$ cat src/rtl/mips_fetch_pkg.sv
// Shared types and constants for the MIPS fetch stage.
package mips_fetch_pkg;
    localparam int                 INSTR_W   = 32;
    localparam logic [31:0]        PC_INC    = 32'd4;
    localparam logic [INSTR_W-1:0] NOP_INSTR = 32'h0000_0000;

    typedef enum logic [1:0] {
        FETCH,
        WAIT,
        DROP
    } fetch_state_t;
endpackage

$ cat src/rtl/fetch_pc.sv
// PC register + one-outstanding imem fetch; zero-wait memory gives 1 instr/cycle, valid 1 cycle after req.
// Backpressure: no new request issues unless the output slot is free and no stall/redirect is present.
module fetch_pc
    import mips_fetch_pkg::*;
#(
    parameter int                ADDR_W   = 32,
    parameter logic [ADDR_W-1:0] RESET_PC = '0
)(
    input  logic               in_clk,
    input  logic               in_rst_n,
    input  logic [ADDR_W-1:0]  in_pc_plus4,
    output logic [ADDR_W-1:0]  out_pc,
    input  logic               in_stall,
    input  logic               in_redirect,
    input  logic [ADDR_W-1:0]  in_redirect_pc,
    output logic               out_imem_req,
    output logic [ADDR_W-1:0]  out_imem_addr,
    input  logic               in_imem_ack,
    input  logic [INSTR_W-1:0] in_imem_rdata,
    output logic               out_valid,
    input  logic               in_ready,
    output logic [INSTR_W-1:0] out_instr,
    output logic [ADDR_W-1:0]  out_instr_pc,
    output logic               out_misalign
);
    fetch_state_t       r_state;
    fetch_state_t       w_state_nxt;
    logic [ADDR_W-1:0]  r_pc;
    logic [ADDR_W-1:0]  r_req_addr;
    logic               r_valid;
    logic               r_misalign;
    logic [INSTR_W-1:0] r_instr;
    logic [ADDR_W-1:0]  r_instr_pc;

    logic               w_slot_free;
    logic               w_req;
    logic               w_accept;
    logic               w_latch;
    logic [ADDR_W-1:0]  w_addr;
    logic [ADDR_W-1:0]  w_redir_pc;

    assign w_slot_free = !r_valid || in_ready;
    assign w_redir_pc  = {in_redirect_pc[ADDR_W-1:2], 2'b00};

    always_comb begin
        w_state_nxt = r_state;
        w_req       = 1'b0;
        w_addr      = r_req_addr;
        w_accept    = 1'b0;
        w_latch     = 1'b0;
        case (r_state)
            FETCH: begin
                w_addr = r_pc;
                w_req  = w_slot_free && !in_stall && !in_redirect;
                if (w_req) begin
                    if (in_imem_ack) begin
                        w_accept = 1'b1;
                    end else begin
                        w_latch     = 1'b1;
                        w_state_nxt = WAIT;
                    end
                end
            end
            WAIT: begin
                w_req = 1'b1;
                if (in_imem_ack) begin
                    // A redirect in the ack cycle throws the returning word away.
                    w_accept    = !in_redirect;
                    w_state_nxt = FETCH;
                end else if (in_redirect) begin
                    w_state_nxt = DROP;
                end
            end
            DROP: begin
                w_req = 1'b1;
                if (in_imem_ack) begin
                    w_state_nxt = FETCH;
                end
            end
            default: begin
                w_state_nxt = FETCH;
            end
        endcase
    end

    always_ff @(posedge in_clk) begin
        if (!in_rst_n) begin
            r_state    <= FETCH;
            r_pc       <= RESET_PC;
            r_req_addr <= RESET_PC;
            r_valid    <= 1'b0;
            r_misalign <= 1'b0;
            r_instr    <= NOP_INSTR;
            r_instr_pc <= '0;
        end else begin
            r_state    <= w_state_nxt;
            r_misalign <= in_redirect && (|in_redirect_pc[1:0]);
            if (w_latch) begin
                r_req_addr <= r_pc;
            end
            if (in_redirect) begin
                r_pc    <= w_redir_pc;
                r_valid <= 1'b0;
            end else if (w_accept) begin
                r_instr    <= in_imem_rdata;
                r_instr_pc <= w_addr;
                r_valid    <= 1'b1;
                r_pc       <= in_pc_plus4;
            end else if (r_valid && in_ready) begin
                r_valid <= 1'b0;
            end
        end
    end

    // Memory shares reset, so no request may be visible while it is held.
    assign out_imem_req  = w_req && in_rst_n;
    assign out_imem_addr = w_addr;
    assign out_pc        = r_pc;
    assign out_valid     = r_valid;
    assign out_instr     = r_instr;
    assign out_instr_pc  = r_instr_pc;
    assign out_misalign  = r_misalign;
endmodule
$ cat config.mk
export PLATFORM = sky130hd
export DESIGN_NAME = fetch_pc
export DESIGN_NICKNAME = d
export VERILOG_FILES = /design/src/rtl/mips_fetch_pkg.sv /design/src/rtl/fetch_pc.sv
export SDC_FILE = /design/constraint.sdc
export NUM_CORES = 1
export LEC_CHECK = 0
export ABC_AREA = 1
export CORE_MARGIN = 3
export CORE_UTILIZATION = 46
export DETAILED_ROUTE_END_ITERATION = 16
export PLACE_DENSITY_LB_ADDON = 0.1
export SLEW_MARGIN = 10
export SYNTH_ARGS = -nofsm -noshare
export SYNTH_HDL_FRONTEND = slang
export SYNTH_SLANG_ARGS = --single-unit
$ cat constraint.sdc
create_clock -name in_clk -period 3.3 [get_ports in_clk]
set_input_delay 0.66 -clock in_clk [delete_from_list [all_inputs] [get_ports in_clk]]
set_output_delay 0.66 -clock in_clk [all_outputs]
set_load 0.03 [all_outputs]
# Word level (Yosys, flattened, before mapping)
# Index checks and enable logic that the tools add are counted.
# classes
n_eq_ne	6
muxes	19
bitwise	2
n_reduce_logical	17
# op_table
operator	n
32-bit 2-to-1 mux	3
2-bit 2-to-1 mux	5
1-bit 2-to-1 mux	8
2-bit != test (second input constant)	3
2-bit one-hot mux with 3 select lines	1
2-bit OR reduction	3
1-bit logical AND	5
1-bit one-hot mux with 2 select lines	2
4-bit AND reduction	1
2-bit nonzero test	2
1-bit logical NOT	3
3-bit != test (second input constant)	1
2-bit by 1-bit == test with 1-bit output (second input constant)	1
2-bit == test (second input constant)	1
2-bit logical NOT	1
1-bit NOT	2
2-bit AND reduction	1
1-bit logical OR	1
# word_totals
ff_bits	132
wordCells	52

# Depth between registers and ports, before layout
# Gate-level depths: netlist (run 1).
# depth
depth_word	8
ltp_mapped	11
ltp_nobuf	8

# Least setup slack after synthesis (run 1)
# Ideal clock, no wire load.
# synth_path
kind	input port to output port
from	input in_rst_n
to	output out_imem_req
arrival_ns	1.692
t_required_ns	2.640
setup_slack_ns	0.948
stages	5
path_cell_list	clkbuf_2 > clkinv_1 > nor2_1 > nand3_1 > a21oi_1
# synth_via
elab_chain_cells	1
# synth_lines
item	line_no	text
from (decl)	fetch_pc.sv:10	input logic in_rst_n,
1-bit logical AND	fetch_pc.sv:116	assign out_imem_req = w_req && in_rst_n;
to (decl)	fetch_pc.sv:16	output logic out_imem_req,
# Every way passes these cells.

# Final worst setup path (run 1)
# layout_path
from	register r_state[0]
to	output out_imem_addr[5]
# layout_via
elab_chain_cells	2
# layout_lines
item	line_no	text
from (decl)	fetch_pc.sv:26	fetch_state_t r_state;
from (signal assigned)	fetch_pc.sv:96	r_state <= w_state_nxt;
2-bit logical NOT	fetch_pc.sv:51	case (r_state)
32-bit 2-to-1 mux	fetch_pc.sv:51	
to (decl)	fetch_pc.sv:17	output logic [ADDR_W-1:0] out_imem_addr,
# Every way passes these cells.

==> metrics.md, run 1 <==
| Metric | Value |
|---|---|
| M1 GR Usage | 27.6% |
| I/O Buffers | 232 |
| Top cell type by total area after synthesis | dfxtp_1 |
| P&R area growth vs syn | 52.9% |
| CP peak stage delay | 750 ps |
| Post-synth EDFFs | 0 |
| Fin. max-slew vios | 0 |
| Critical R2R Launch | r_state[0] |
| Hpwl dp | 11.6 mm |
| Worst setup path endpoint | out_imem_addr[5] |
| Nets@finish | 1081 |
| Root Driver | clkbuf_16 |
| Post-synthesis cell area | 0.00552 mm² |
| CP Launch Point | r_state[0] |
| Finished Layout Cells | 1131 |
| First-pass GRT wire length | 26.3 mm |
| GRT busiest layer | met2 |
| Largest net degree at the start of global routing | 66 |
| Dominant cells by area after synthesis | dfxtp_1 (48%), o21ai_0 (10%), nor2_1 (9.0%) |
| FMAX | 317 MHz |
| Seq cells post-synth | 132 |
| Hold_buf cts | 0 |
| Fin util | 73.0% |
| CTS Buf Count | 17 |
| Synth top area share | 47.8% |
| Power per standard cell area | 589 mW/mm² |
| Synth Warn # | 0 |
| Diode count | 0 |
| Hold slack | 445 ps |
| Commonest non-fill, non-tap cell in the layout | clkdlybuf4s50_1 |
| Syn Area/Cell | 7.18 µm² |
| GRT Resource Usage Total | 24.9% |
| ANT nets after route | 0 |
| Max Clock Skew | 7.08 ps |
| Register area share after synthesis | 47.8% |
| Family with the most delay on the worst path | buffers and inverters |
| Core Footprint | 0.0116 mm² |
| Initial antenna violation count | 1 |
| Final wirelength | 16.6 mm |
| Critical Path AT | 2490 ps |
| Die span in y | 116 µm |
| Remaining Overflow, GRT | 0 |
| CP required | 2640 ps |
| Setup Fix Bufs, Post-CTS | 0 |
| HP Class | flip-flop to flip-flop |
| I/O pin count | 233 |
| CP Buf/Inv Count | 3 |
| Reg2Reg Depth | 10 |
| Final hold viol count | 0 |
| Mapped Cells | 769 |
| Setup-failing EPs final | 0 |
| Critical path, cell by cell | inv_1 > ha_4 > buf_12 > o21ai_0 > clkdlybuf4s50_1 |
| Critical path depth | 5 |
| GPL Wtd Cong | 0.812 |
| Shortest period the worst path allows | 3150 ps |
| Most frequent cells in the layout | clkdlybuf4s50_1 (230), nor2_1 (133), dfxtp_1 (132) |
| TritonCTS clock tree | done |
| Flop2flop setup slack | 930 ps |
| Sum Neg Setup Slack | 0 ps |
| GRT met3 Usage | 7.99% |
| Worst Tran Pin Value | 659 ps |
| Final worst path period share | 95.5% |
| DRT Pass-1 Iters | 6 |
| Max Fanout on Critical Path | 45 |
| Initial Utilization | 47.8% |
| Met2 layer usage reported by global route | 43.9% |
| Avg WL per Cell | 14.6 µm |
| # rows | 39 |
| Synth cell types | 24 |
| Setup Crit Path Kind | flip-flop to primary output |
| Reg2reg end | out_instr_pc[30] |
| DRC | 0 |
| Ys async rst share | 0% |
| Max clock buf depth | 2 |
| Die X | 116 µm |
| Primary FF master, synth | dfxtp_1 |
| Critical-path cell with the highest stage delay | clkdlybuf4s50_1 |
| Initial DRC count | 286 |
| Max-cap violations | 0 |
| Share of layout cells above drive strength 1 | 5.57% |
| Clk slew on worst S/H paths | 50 ps |
| Vias/cell | 5.03 |
| Crit start category | flip-flop |
| Cells after DPL | 1099 |
| Post-synthesis net count | 875 |
| Leak Pwr | 3.32 nW |
| Clock Latency Late Sink | 410 ps |
| Vias in the first global route | 5556 |
| Crit end category | primary output |
| Status | completed |
| # clock sinks | 132 |
| Pwr Total | 0.00498 W |
| Worst relative slew slack | 56.0% |
| H-tree depth | 4 |
| Via count | 5685 |
| Peak VDD IR | 334 µV |
| Die footprint | 0.0134 mm² |
| RSZ-0062 raised after global routing | false |
[what timing repair did]
| action | CTS | global route |
|---|---|---|
| endpoints found under the hold margin | 0 | 0 |
| setup endpoints to repair | 0 | 20 |
| gates resized for setup | 0 | 1 |
[per-stage QoR]
stage | instance area, µm² | worst slack, ps
after detailed placement | 7840 | 486
after global routing | 8450 | 39.8
after global placement | 7840 | 564
after CTS | 8440 | 57.5
after floorplan | 5520 | 948
final | 8450 | 147
[flip-flops by register name (all words and copies together), names as in the netlist]
signal	count
out_valid	1
out_instr_pc	32
out_pc	32
r_state	2
out_misalign	1
out_instr	32
r_req_addr	32
[cell families (layout without fill, tap and decap cells)]
kind of cell             Yosys count  after routing  synth area share (%)
AO/OA/AOI/OAI                    198            198                  17.9
flip-flops                       132            132                  47.8
buffers and inverters            131            350                  10.6
adder cells (fa/ha/maj)            4              4                 0.906
AND/OR/NAND/NOR                  304            304                  22.7
[worst min path at each step]
stage | startpoint | endpoint | slack (ps) | depth (start not counted)
5_1_grt | r_req_addr[13] | r_req_addr[13] | 470 | 2
4_1_cts | r_req_addr[11] | r_req_addr[11] | 450 | 2
2_1_floorplan | r_req_addr[25] | r_req_addr[25] | 420 | 2
3_3_place_gp | r_req_addr[17] | r_req_addr[17] | 430 | 2
6_report | r_req_addr[11] | r_req_addr[11] | 450 | 2
3_5_place_dp | r_req_addr[11] | r_req_addr[11] | 440 | 2
[Yosys cell counts (4+ instances only)]
master / n
o21ai_1: 14
nand2_1: 101
a21oi_1: 69
ha_1: 4
o21ai_0: 115
clkbuf_1: 29
dfxtp_1: 132
nand3_1: 62
buf_2: 14
inv_1: 70
buf_4: 4
buf_6: 8
nor2_1: 133
[power by group]
part | switching, W | internal [W] | leakage [nW]
clock network | 0.000657 | 0.00117 | 0.291
logic | 0.000799 | 0.000536 | 1.95
registers | 0.0000807 | 0.00173 | 1.08
total | 0.00154 | 0.00344 | 3.32
[cell type report]
type	count	area [µm²]
fillers	910	3120
flip-flops and latches	132	2640
well taps	143	179
clock inverters	7	68.8
repair buffers	245	2450
inverters	73	274
clock buffers	25	526
multi-input cells	506	2310
[worst reg2reg max path: stages, from the launching register on]
cell and delay (ps):
dfxtp_1 350, inv_1 150, ha_4 320, buf_12 260, nand3_2 120, nand2_2 100, nand2_4 60, inv_2 490
buf_12 270, nor2_1 90, nor2_1 110
[layer usage]
metal  share of wire (%)  vias to the layer above
met5               0.054                        -
met4                 2.3                        2
met3                 7.8                       31
met2                  50                      208
met1                  40                     2557
li1                    -                     2887
Note: power is estimated with default switching activity, not from simulation.
==> run 2, diff against run 1 <==
- CTS_CLUSTER_DIAMETER: unset -> 80
==> results of run 2 <==
No change in the layout: final DEF, timing and power equal those of run 1.
